[config.mk]
export PLATFORM = sky130hd
export DESIGN_NAME = uart_cmd_rx
export DESIGN_NICKNAME = d
export VERILOG_FILES = /design/src/rtl/uart_cmd_rx.sv
export SDC_FILE = /design/constraint.sdc
export NUM_CORES = 1
export LEC_CHECK = 0
export ABC_AREA = 0
export CORE_ASPECT_RATIO = 0.7
export CORE_MARGIN = 2
export CORE_UTILIZATION = 61
export DETAILED_ROUTE_END_ITERATION = 7
export GPL_TIMING_DRIVEN = 0
export HOLD_SLACK_MARGIN = 0.03
export PLACE_DENSITY_LB_ADDON = 0.15
export SLEW_MARGIN = 20
export SYNTH_ARGS = -nofsm -noshare
export SYNTH_HDL_FRONTEND = slang
export SYNTH_SLANG_ARGS = --single-unit
[constraint.sdc]
create_clock -name clk -period 4.4 [get_ports clk]
set_input_delay 0.88 -clock clk [delete_from_list [all_inputs] [get_ports clk]]
set_output_delay 0.88 -clock clk [all_outputs]
set_load 0.02 [all_outputs]
[src/rtl/uart_cmd_rx.sv]
// uart_cmd_rx: UART 8N1 receiver that presents each good byte as a time-limited command
module uart_cmd_rx #(
  parameter int CLK_HZ     = 100_000_000,
  parameter int BAUD       = 9600,
  parameter int OVERSAMPLE = 16,
  parameter int CMD_HOLD   = 1000
) (
  input  logic       clk,
  input  logic       rst,
  input  logic       rx,
  output logic [7:0] rx_data,
  output logic       rx_done,
  output logic       frame_err,
  output logic       busy,
  output logic [7:0] cmd
);
  localparam int DIV = CLK_HZ / (BAUD * OVERSAMPLE);
  localparam int DW  = DIV > 1 ? $clog2(DIV) : 1;
  localparam int SW  = $clog2(OVERSAMPLE);
  localparam int HW  = $clog2(CMD_HOLD);
  typedef enum logic [1:0] {IDLE, START, DATA, STOP} state_t;
  state_t          state;
  logic [1:0]      sync;
  logic [DW-1:0]   dcnt;
  logic [SW-1:0]   scnt;
  logic [2:0]      bcnt;
  logic [7:0]      shreg;
  logic [HW-1:0]   hcnt;
  logic            rx_s, tick, half, bit_end, good;
  assign rx_s    = sync[1];
  assign tick    = dcnt == DW'(DIV - 1);
  assign half    = tick && scnt == SW'(OVERSAMPLE / 2 - 1);
  assign bit_end = tick && scnt == SW'(OVERSAMPLE - 1);
  assign good    = state == STOP && bit_end && rx_s;
  always_ff @(posedge clk or posedge rst)
    if (rst) begin
      sync <= 2'b11;
      dcnt <= '0;
    end else begin
      sync <= {sync[0], rx};
      dcnt <= tick ? '0 : dcnt + 1'b1;
    end
  always_ff @(posedge clk or posedge rst)
    if (rst) begin
      state     <= IDLE;
      scnt      <= '0;
      bcnt      <= '0;
      shreg     <= '0;
      rx_data   <= '0;
      rx_done   <= 1'b0;
      frame_err <= 1'b0;
      busy      <= 1'b0;
    end else begin
      rx_done   <= 1'b0;
      frame_err <= 1'b0;
      case (state)
        IDLE:
          if (!rx_s) begin
            state <= START;
            scnt  <= '0;
            busy  <= 1'b1;
          end
        START:
          if (half) begin
            state <= rx_s ? IDLE : DATA;
            busy  <= !rx_s;
            scnt  <= '0;
            bcnt  <= '0;
          end else if (tick) scnt <= scnt + 1'b1;
        DATA:
          if (bit_end) begin
            shreg <= {rx_s, shreg[7:1]};
            scnt  <= '0;
            bcnt  <= bcnt + 1'b1;
            if (bcnt == 3'd7) state <= STOP;
          end else if (tick) scnt <= scnt + 1'b1;
        STOP:
          if (bit_end) begin
            state     <= IDLE;
            busy      <= 1'b0;
            scnt      <= '0;
            rx_data   <= rx_s ? shreg : rx_data;
            rx_done   <= rx_s;
            frame_err <= !rx_s;
          end else if (tick) scnt <= scnt + 1'b1;
        default: state <= IDLE;
      endcase
    end
  // cmd follows rx_data on the same edge, then decays to 0x00 after CMD_HOLD clocks
  always_ff @(posedge clk or posedge rst)
    if (rst) begin
      cmd  <= '0;
      hcnt <= '0;
    end else if (good) begin
      cmd  <= shreg;
      hcnt <= HW'(CMD_HOLD - 1);
    end else if (hcnt != '0) hcnt <= hcnt - 1'b1;
    else cmd <= '0;
endmodule
==> results.md, run 1 <==
- Yosys top cell by area: dfrtp_1
- Dpl cells: 324
- First-pass DRT Iterations: 4
- # clock sinks: 58
- Reg2reg end: shreg[7]
- Synthesized area per cell: 10.44 sq um
- GRT overflow: 0
- Vias in the first global route: 1996
- Port Buffers: 21
- Top cell type's share of synthesized area: 0.5346
- Post-DP HPWL: 3622 microns
- Clock insertion delay at the later pin of the skew report: 0.34 ns
- Largest family of logic cells by synthesized area: simple AND/OR/NAND/NOR gates
- Post-CTS resize count: 0
- Critical Path Sink Type: register
- RSZ-0062 raised after global routing: false
- Worst Setup Start Kind: register
- Post-Synth Adder-Cell Area: 0.02864
- Overall routing resource usage: 0.2673
- Compound-gate portion of the synthesized area: 0.07017
- Detail Route Antenna Nets: 0
- Via count of the routed design: 2007
- Critical Path AT: 2.67 ns
- Top FF cell, synth: dfrtp_1
- Layout Nets: 292
- Clock slew at reported path FFs: 0.07 ns
- DIE AREA: 0.004846 sq mm
- Core Area: 0.004018 sq mm
- Yosys cell types: 51
- Post-Syn Instances: 251
- Htree depth: 3
- Critical Path RT: 4.63 ns
- Period minus WS final: 2.444 ns
- Worst reg2reg startpoint: dcnt[0]
- Die width: 82.35 microns
- Maximum vdd drop: 0.2922 mV
- Max Fclk: 0.4092 GHz
- Max-slew violation count: 0
- Synthesized net count: 260
- Switching share of power: 0.2129
- Simple-gate share of the synthesized area: 0.2282
- Area Growth Syn to Fin: 18.95%
- DR DRC count: 0
- WHS Endpoint: sync[1]
- Post-synthesis mux area share: 0.05394
- Final Power: 1.085 mW
- Synth Warn #: 0
- Final worst slack: 1.956 ns
- FF+latch count, synth: 58
- P_sw: 0.2310 mW
- Final number of hold-violating endpoints: 0
- Max Cap Viol: 0
- GP Congestion: 0.8053
- Clk_skew: 0.007251 ns
- FILL cells: 273
- XOR/XNOR Fraction of Synth Area: 0.03007
- Ranking of synthesized cells by area: dfrtp_1, nand2_1, mux2_2, ha_1, nand3_1
- Post-synth ARST share: 1.000
- Total wire length: 5566 microns
- Post-DR wirelength/cell: 16.37 microns
- EDFF count, synth: 0
- Reg2Reg Depth: 8
- Status: finished clean
- Via/cell ratio: 5.903
- 1st-iter DRT viols: 145
- Clock Tree Buf Depth: 2
- Starting density of the core: 0.6524
- Gate power share: 0.011
- Layout Cells excl Fill: 340
- TritonCTS clock tree: yes
- Hold_buf cts: 0
- Worst Tran Pin Value: 0.9740 ns
- Synthesized area: 0.002621 sq mm
- Hold depth: 0
- Kind of critical path: register to register
- Final Cell Area: 0.003118 sq mm
- Global-route wire length before repair: 9315 microns
- Die H: 58.85 microns
- Reg2reg setup slack: 1.96 ns
- Postcts setup bufs: 0
- CTS buffer count: 9
- Initial antenna violation count: 0
- Leak: 1.614 nW
- Setup_tns: 0 ns
- Hold WC Path Type: register to register
- Rows: 19
- Worst-path maximum fanout: 10
- Pwr Density: 347.9 mW/mm^2
- Hold path start: sync[0]
- DP Area: 0.002900 sq mm
- Largest net degree at the start of global routing: 59
- Final setup viols: 0
- Final Core Density: 0.7761
- Root buffer cell: clkbuf_8
- Share of layout cells above drive strength 1: 0.1458
- Diode count: 0
- Reg power frac: 0.494
- Final hold slack: 0.3581 ns
- Post-synthesis sequential area ratio: 0.5547
- Clock power share: 0.495
- Rel. slew slack: 0.3491
- Pint: 0.8539 mW
- Final Cycle Share: 0.5554
- # IOs: 22
- Pre-CTS setup slack: 1.960 ns
synthesized netlist by cell type (all sizes together), types with 2 or more instances:
master	instances
a31oi	2
nor2	16
or3b	2
xor2	3
or4	3
inv	10
buf	4
and2	2
or3	4
clkbuf	5
nand3	14
nand2	49
o311ai	2
a22o	2
o21ai	6
or2	2
dfstp	2
mux2	9
ha	6
and3	3
xnor2	6
nand4	2
nor3	9
dfrtp	56
nor3b	2
mux2i	4
a21oi	5
nor2b	2
nor4	4
area by class of cell:
type / count / area (sq um) / area share
buffer: 9 / 52.55 / 0.01685
clock buffer: 9 / 123.9 / 0.03973
clock inverter: 7 / 93.84 / 0.03010
inverter: 10 / 40.04 / 0.01284
multi-input combinational: 174 / 1079 / 0.3459
sequential: 58 / 1454 / 0.4663
tap: 52 / 65.06 / 0.02087
timing repair buffer: 21 / 210.2 / 0.06742
sequential cells by signal, indices dropped and copies added, names as in the netlist, named ones only:
register	flops
frame_err	1
dcnt	10
busy	1
rx_data	8
cmd	8
rx_done	1
scnt	4
hcnt	10
state	1
bcnt	3
shreg	8
sync	2
how the worst max path moves through the flow:
stage | from | end | cells past startpoint
floorplan | rst | asynchronous set/reset pin | 1
global placement | rst | busy | 2
detailed placement | dcnt[0] | shreg[7] | 8
CTS | dcnt[0] | shreg[7] | 8
global route | dcnt[0] | shreg[7] | 8
finish | dcnt[0] | shreg[7] | 8
critical path, stage by stage, from the launching register on:
cell and delay (ns):
dfrtp_1 0.43, inv_1 0.08, ha_1 0.14, nand4b_1 0.25, or4_1 0.56, buf_6 0.16, nor3_4 0.19, buf_6 0.18
mux2_2 0.35
power groups by stage:
stage               registers [mW]  clock network [mW]  logic, mW
floorplan                    0.545                   0    0.00819
global placement             0.546                   0     0.0128
detailed placement           0.546                   0     0.0132
CTS                          0.536               0.542     0.0133
global route                 0.536               0.568     0.0151
finish                       0.536               0.536     0.0124
cell usage in the layout, fill, tap and decap left out, types with 3 or more instances in the layout:
| master | n |
|---|---|
| or3_1 | 3 |
| nor3_1 | 8 |
| dfrtp_1 | 56 |
| nor4_1 | 4 |
| inv_1 | 9 |
| nand3_1 | 14 |
| mux2_2 | 9 |
| xor2_1 | 3 |
| xnor2_1 | 6 |
| clkdlybuf4s50_1 | 21 |
| nor2_1 | 16 |
| clkbuf_1 | 4 |
| ha_1 | 6 |
| nand2_1 | 49 |
| clkbuf_8 | 9 |
| mux2i_1 | 4 |
| o21ai_0 | 6 |
| a21oi_1 | 5 |
layer usage:
| layer | part of all wire | up-vias | track usage |
|---|---|---|---|
| li1 | - | 945 | - |
| met1 | 0.48 | 998 | 0.3753 |
| met2 | 0.45 | 53 | 0.3744 |
| met3 | 0.056 | 11 | 0.1012 |
| met4 | 0.015 | 0 | 0.1119 |
| met5 | 0 | - | 0 |
kinds of logic (layout without fill, tap and decap cells):
family	count (synthesis)	after routing
AOI/OAI and AO/OA	27	27
buffers and inverters	19	56
and+or+nand+nor	119	119
xor gates and xnor gates	9	9
muxes	13	13
adders and majority gates	6	6
DFF	58	58
(Power assumes the default switching activity.)
==> run 2: changes to the inputs <==
CORE_UTILIZATION = 51   (was 61)
clock period = 2.2 ns   (was 4.4 ns; I/O delays follow)
==> run 2 against run 1 <==
Net effect:
- cell area up 4.0%
- critical path depth down 1
- die area up 18%
- first-iteration DRC count down 57%
- via count down 2.7%
- clock power up 80%
- critical endpoint is now busy
- total power up 91%
- hold slack worse by 0.0034 ns
- utilization down 11 points
- non-clock buffer count up 8
- maximum frequency up 11%
- sequential share of layout area down 1.8 points
- highest routed layer unchanged
==> results.md, run 2 (synthesized netlist as in run 1, its figures left out) <==
- Final Cell Area: 0.003242 sq mm (+4.0%)
- Layout Nets: 300 (+2.7%)
- Critical Path RT: 2.45 ns (-2.18 ns)
- Worst path slowest cell: or4_4
- DR DRC count: 0 (unchanged)
- Root buffer cell: clkbuf_8
- Critical Path AT: 2.44 ns (-0.23 ns)
- CTS buffer count: 9 (unchanged)
- Reg2Reg Depth: 7 (-1)
- Crit path depth: 7 (-1)
- CP dominant cell by count: or4_4
- CP cell instances: inv_1 -> ha_1 -> nand4b_1 -> or4_4 -> buf_4 -> or4_4 -> o2111ai_2
- Clock Tree Buf Depth: 2 (unchanged)
- First-pass DRT Iterations: 4 (unchanged)
- Htree depth: 3 (unchanged)
- Overall routing resource usage: 0.2238 (-0.04351)
- DP Area: 0.002953 sq mm (+1.8%)
- Port Buffers: 21 (unchanged)
- Rows: 21 (+2)
- Starting density of the core: 0.5393 (-0.1132)
- TritonCTS clock tree: yes
- Met2 routed WL: 2421 microns (-3.7%)
- Kind of critical path: register to register
- CP delay by family, top: simple AND/OR/NAND/NOR gates
- Worst Tran Pin Value: 0.7201 ns (-0.2538 ns)
- Clk_skew: 0.005328 ns (-0.001923 ns)
- Top flop regs: dcnt: 10 flops, hcnt: 10 flops
- Met3 wire length: 198 microns (-37%)
- Via/cell ratio: 5.377 (-8.9%)
- Status: finished clean
- Final Cycle Share: 0.9979 (+0.4426)
- Detail Route Antenna Nets: 0 (unchanged)
- Worst Setup Start Kind: register
- Post-DR wirelength/cell: 15.21 microns (-7.1%)
- Hold WC Path Type: register to register
- Clock slew at reported path FFs: 0.06 ns (about the same)
- Critical Path Sink Type: register
- CP peak stage delay: 0.60 ns (+0.04 ns)
- Die width: 89.69 microns (+8.9%)
- Period minus WS final: 2.195 ns (-0.2482 ns)
- GRT overflow: 0 (unchanged)
- Diode count: 0 (unchanged)
- Total wire length: 5520 microns (-0.83%)
- Buf/Inv on CP: 2 (-1)
- Clock insertion delay at the later pin of the skew report: 0.33 ns (about the same)
- Die H: 63.98 microns (+8.7%)
- Maximum vdd drop: 0.3740 mV (+28%)
- Rel. slew slack: 0.5162 (+0.1671)
- Hold depth: 0 (unchanged)
- DIE AREA: 0.005738 sq mm (+18%)
- # clock sinks: 58 (unchanged)
- # IOs: 22 (unchanged)
- Core Area: 0.004861 sq mm (+21%)
- Max Cap Viol: 0 (unchanged)
- Vias in the first global route: 1960 (-1.8%)
- GP Congestion: 0.8351 (+3.7%)
- Final setup viols: 0 (unchanged)
- Via count of the routed design: 1952 (-2.7%)
- Top layer in use: met4
- Largest net degree at the start of global routing: 59 (unchanged)
- Most frequent cells in the layout: dfrtp_1, nand2_1, clkdlybuf4s50_1, nor2_1, nand3_1
- Met1 WL: 2850 microns (+7.3%)
- Max Fclk: 0.4555 GHz (+11%)
- Leak: 1.678 nW (+4.0%)
- Max-slew violation count: 0 (unchanged)
- Final hold slack: 0.3548 ns (-0.003371 ns)
- Pwr Density: 638.5 mW/mm^2 (+83%)
- Worst-path maximum fanout: 7 (-3)
- Initial antenna violation count: 0 (unchanged)
- RSZ-0062 raised after global routing: true
- Share of layout cells above drive strength 1: 0.2007 (+0.05485)
- 1st-iter DRT viols: 62 (-57%)
- Final number of hold-violating endpoints: 0 (unchanged)
- Post-DP HPWL: 3639 microns (+0.47%)
- Hold_buf cts: 0 (unchanged)
- Area Growth Syn to Fin: 23.68%
- Global-route wire length before repair: 9584 microns (+2.9%)
- Most common cell after layout, fill and taps aside: dfrtp_1
run 2: cell count changes in the layout (fill, tap and decap cells not counted), moves of 2 or more:
cell,change
or4_4,+3
or4_1,-2
buf_4,+10
o21ai_1,+2
nor4_1,-2
clkbuf_1,-3
nor4_2,+2
clkbuf_8,+2
clkinvlp_4,-2
o21ai_0,-2
run 2: what timing repair did:
item                                    4_1_cts  5_1_grt
buffers inserted                              9        1
gates resized for setup                       2       10
pin swaps                                     2        2
gates cloned                                  0        0
endpoints found under the hold margin         0        0
endpoints found under the setup margin       18       33
run 2: area by class of cell:
| cell class | count | area [sq um] |
|---|---|---|
| sequential | 58 | 1454 |
| multi-input combinational | 174 | 1122 |
| buffer | 6 | 35.03 |
| fill | 385 | 1619 |
| clock inverter | 3 | 40.04 |
| timing repair buffer | 32 | 312.8 |
| tap | 69 | 86.33 |
| clock buffer | 11 | 151.4 |
| inverter | 10 | 40.04 |
run 2: routing by layer:
layer	track usage	up-vias
met5	0	-
met4	0.05597	0
met3	0.09948	4
met2	0.2904	31
met1	0.3399	962
li1	-	955
run 2: report_power, final:
group	internal [mW]	total (mW)	switching (mW)
clock	0.568	0.966	0.398
combinational	0.00911	0.0310	0.0218
sequential	1.07	1.07	0.00233
run 2: final timing paths:
check | to | slack (ns) | startpoint
worst min-delay path | sync[1] | 0.35 | sync[0]
max in group asynchronous | sync[1] | 1.39 | rst
worst max-delay path | busy | 0.005 | dcnt[0]
worst min register to register | sync[1] | 0.35 | sync[0]
worst max register to register | busy | 0.005 | dcnt[0]
min in group asynchronous | hcnt[9] | 0.51 | rst
run 2: worst reg2reg max path: cells and delay by family (launching register included):
kind | cells | cell delay (ns)
adders and majority gates | 1 | 0.14
DFF | 1 | 0.38
and+or+nand+nor | 3 | 1.26
buffers and inverters | 2 | 0.24
AOI/OAI and AO/OA | 1 | 0.10
run 2: metrics by stage:
step	setup WS, ns	cells	power (mW)	utilization	setup TNS, ns
after floorplan	0.004565	251	1.107	-	0
after global placement	-0.7462	341	1.118	0.6010	-43.78
after detailed placement	-0.1211	342	1.125	0.6075	-1.562
after CTS	0.02629	363	2.098	0.6600	0
after global routing	-0.07616	363	2.151	0.6669	-0.4127
final	0.004556	363	2.070	0.6669	0
==> run 3: changes to the inputs <==
CAP_MARGIN = 20   (was not set)
CORE_UTILIZATION = 56   (was 51)
DONT_BUFFER_PORTS = 1   (was not set)
==> run 3 against run 2 <==
Net effect:
- the flow now finishes with violations (setup timing)
- setup slack got worse by 0.043 ns
- hold slack got worse by 0.28 ns
- cell area decreased by 6.7%
- utilization increased by 1.6 points
- die area decreased by 8.5%
- non-clock buffer count decreased by 22
- global-route usage decreased by 0.75 points
- clock power increased by 9%
- largest cell class unchanged
- largest power group unchanged
==> results.md, run 3 (synthesized netlist as in run 1, its figures left out) <==
- Pwr Density: 710.3 mW/mm^2 (+11%)
- Die width: 85.78 microns (-4.4%)
- # clock sinks: 58 (unchanged)
- Clock slew at reported path FFs: 0.06 ns (about the same)
- Root buffer cell: clkbuf_8
- P_sw: 0.4058 mW (-4.0%)
- Critical Path Sink Type: register
- CP cell instances: inv_2 -> ha_4 -> nand4b_1 -> or4_4 -> nor3_4 -> buf_6 -> mux2_2
- Critical Path RT: 2.42 ns (-0.03 ns)
- GRT overflow: 0 (unchanged)
- FILL cells: 345 (-10%)
- Hold WC Path Type: input port to asynchronous set/reset pin
- Clock Tree Buf Depth: 2 (unchanged)
- Most frequent cells in the layout: dfrtp_1, nand2_1, nor2_1, nand3_1, clkbuf_8
- Layout Nets: 278 (-7.3%)
- Rel. slew slack: 0.4416 (-0.07456)
- 1st-iter DRT viols: 52 (-16%)
- Htree depth: 3 (unchanged)
- GP Congestion: 0.7747 (-7.2%)
- First-pass DRT Iterations: 6 (+2)
- DR DRC count: 0 (unchanged)
- Post-DR wirelength/cell: 15.36 microns (+0.98%)
- Final Cycle Share: 1.017 (+0.01945)
- Initial antenna violation count: 0 (unchanged)
- Largest net degree at the start of global routing: 59 (unchanged)
- CP peak stage delay: 0.64 ns (+0.04 ns)
- CP delay by family, top: simple AND/OR/NAND/NOR gates
- Maximum vdd drop: 0.4604 mV (+23%)
- Most common cell after layout, fill and taps aside: dfrtp_1
- Total wire length: 5052 microns (-8.5%)
- Diode count: 0 (unchanged)
- Vias in the first global route: 1728 (-12%)
- Final Core Density: 0.6828 (+0.01584)
- Overall routing resource usage: 0.2164 (-0.007466)
- Period minus WS final: 2.238 ns (+0.04280 ns)
- Failing checks: setup timing
- Rows: 20 (-4.8%)
- Leak: 1.591 nW (-5.2%)
- Via count of the routed design: 1850 (-5.2%)
- Area Growth Syn to Fin: 15.37%
- Starting density of the core: 0.5918 (+0.05255)
- Global-route wire length before repair: 8321 microns (-13%)
- Max Cap Viol: 0 (unchanged)
- Gate power share: 0.010 (-0.005)
- Reg power frac: 0.499 (-0.019)
- Final setup viols: 8 (+8)
- Worst Tran Pin Value: 0.8311 ns (+0.1110 ns)
- Max Fclk: 0.4468 GHz (-1.9%)
- Critical Path AT: 2.46 ns (+0.02 ns)
- # IOs: 22 (unchanged)
- Top flop regs: dcnt: 10 flops, hcnt: 10 flops
- Via/cell ratio: 5.623 (+4.6%)
- DIE AREA: 0.005253 sq mm (-8.5%)
- RSZ-0062 raised after global routing: true
- Final worst slack: -0.03824 ns (-0.04280 ns)
- Status: finished with violations
- Share of layout cells above drive strength 1: 0.2080 (+0.007349)
- Kind of critical path: register to register
- CTS buffer count: 9 (unchanged)
- Port Buffers: 0 (-100%)
- Clk_skew: 0.003907 ns (-0.001421 ns)
- Worst-path maximum fanout: 8 (+1)
- TritonCTS clock tree: yes
- Worst path slowest cell: or4_4
- Buf/Inv on CP: 2 (unchanged)
- Clock power share: 0.491 (+0.024)
- Die H: 61.24 microns (-4.3%)
- Clock insertion delay at the later pin of the skew report: 0.33 ns (about the same)
- Switching share of power: 0.1889 (-0.01525)
- Detail Route Antenna Nets: 0 (unchanged)
- Core Area: 0.004429 sq mm (-8.9%)
- Pint: 1.742 mW (+5.8%)
- Max-slew violation count: 0 (unchanged)
- Post-DP HPWL: 3324 microns (-8.7%)
- Setup_tns: -0.2254 ns (-0.2254 ns)
- Final number of hold-violating endpoints: 0 (unchanged)
- Worst Setup Start Kind: register
## run 3: cell count changes in the layout (fill, tap and decap cells not counted), sizes merged
cell	before	now
clkbuf	14	18
bufinv	1	2
clkinv	2	0
buf	14	12
clkdlybuf4s50	21	0
## run 3: timing repair
item                                    4_1_cts  5_1_grt
pin swaps                                     0        2
setup buffers                                 5        4
resized for setup                             1       16
endpoints found under the setup margin       21       35
hold buffers                                  0        0
## run 3: power groups by stage
stage                     Clock [mW]  Combinational, mW  Sequential (mW)
after floorplan                    0             0.0164             1.09
after global placement             0             0.0217             1.09
after detailed placement           0             0.0225             1.09
after CTS                       1.08             0.0224             1.07
after global routing            1.13             0.0259             1.07
final                           1.05             0.0206             1.07
## run 3: area by class of cell
type	instances	area (sq um)	share of cell area
Sequential cell	58	1455	0.4812
Multi-Input combinational cell	174	1137	0.3761
Clock buffer	14	152.6	0.05048
Timing Repair Buffer	9	71.32	0.02358
Tap cell	55	68.82	0.02276
Clock inverter	2	60.06	0.01986
Inverter	10	40.04	0.01324
Buffer	7	38.79	0.01283
## run 3: worst reg2reg max path: stages (launching register included)
cell	delay, ns
dfrtp_2	0.43
inv_2	0.08
ha_4	0.12
nand4b_1	0.20
or4_4	0.64
nor3_4	0.16
buf_6	0.17
mux2_2	0.34
## run 3: final timing paths
kind                       endpoint  slack (ns)  cells after the start     from
setup / recovery           shreg[3]       -0.04                      7  dcnt[0]
hold / removal              hcnt[7]        0.08                      1      rst
setup reg to reg           shreg[3]       -0.04                      7  dcnt[0]
hold reg to reg             sync[1]        0.36                      0  sync[0]
max in group asynchronous   dcnt[0]        1.61                      1      rst
min in group clk            sync[0]        0.10                      0       rx
## run 3: stage by stage
stage | area, sq um | total power [mW] | hold WS, ns | instances | setup WS, ns
detailed placement | 2698 | 1.114 | 0.3488 | 306 | -0.1238
CTS | 2938 | 2.174 | 0.08349 | 325 | 0.002369
finish | 3024 | 2.148 | 0.07870 | 329 | -0.03824
floorplan | 2625 | 1.107 | 0.3452 | 251 | 0.004565
global placement | 2694 | 1.114 | 0.3467 | 306 | -0.2491
global route | 3024 | 2.226 | 0.07736 | 329 | -0.1386
## run 3: metal layers
layer	GRT usage	share of wire	vias up
li1	-	-	911
met1	0.3138	0.51	894
met2	0.2980	0.43	36
met3	0.08445	0.047	9
met4	0.07483	0.011	0
met5	0	0	-
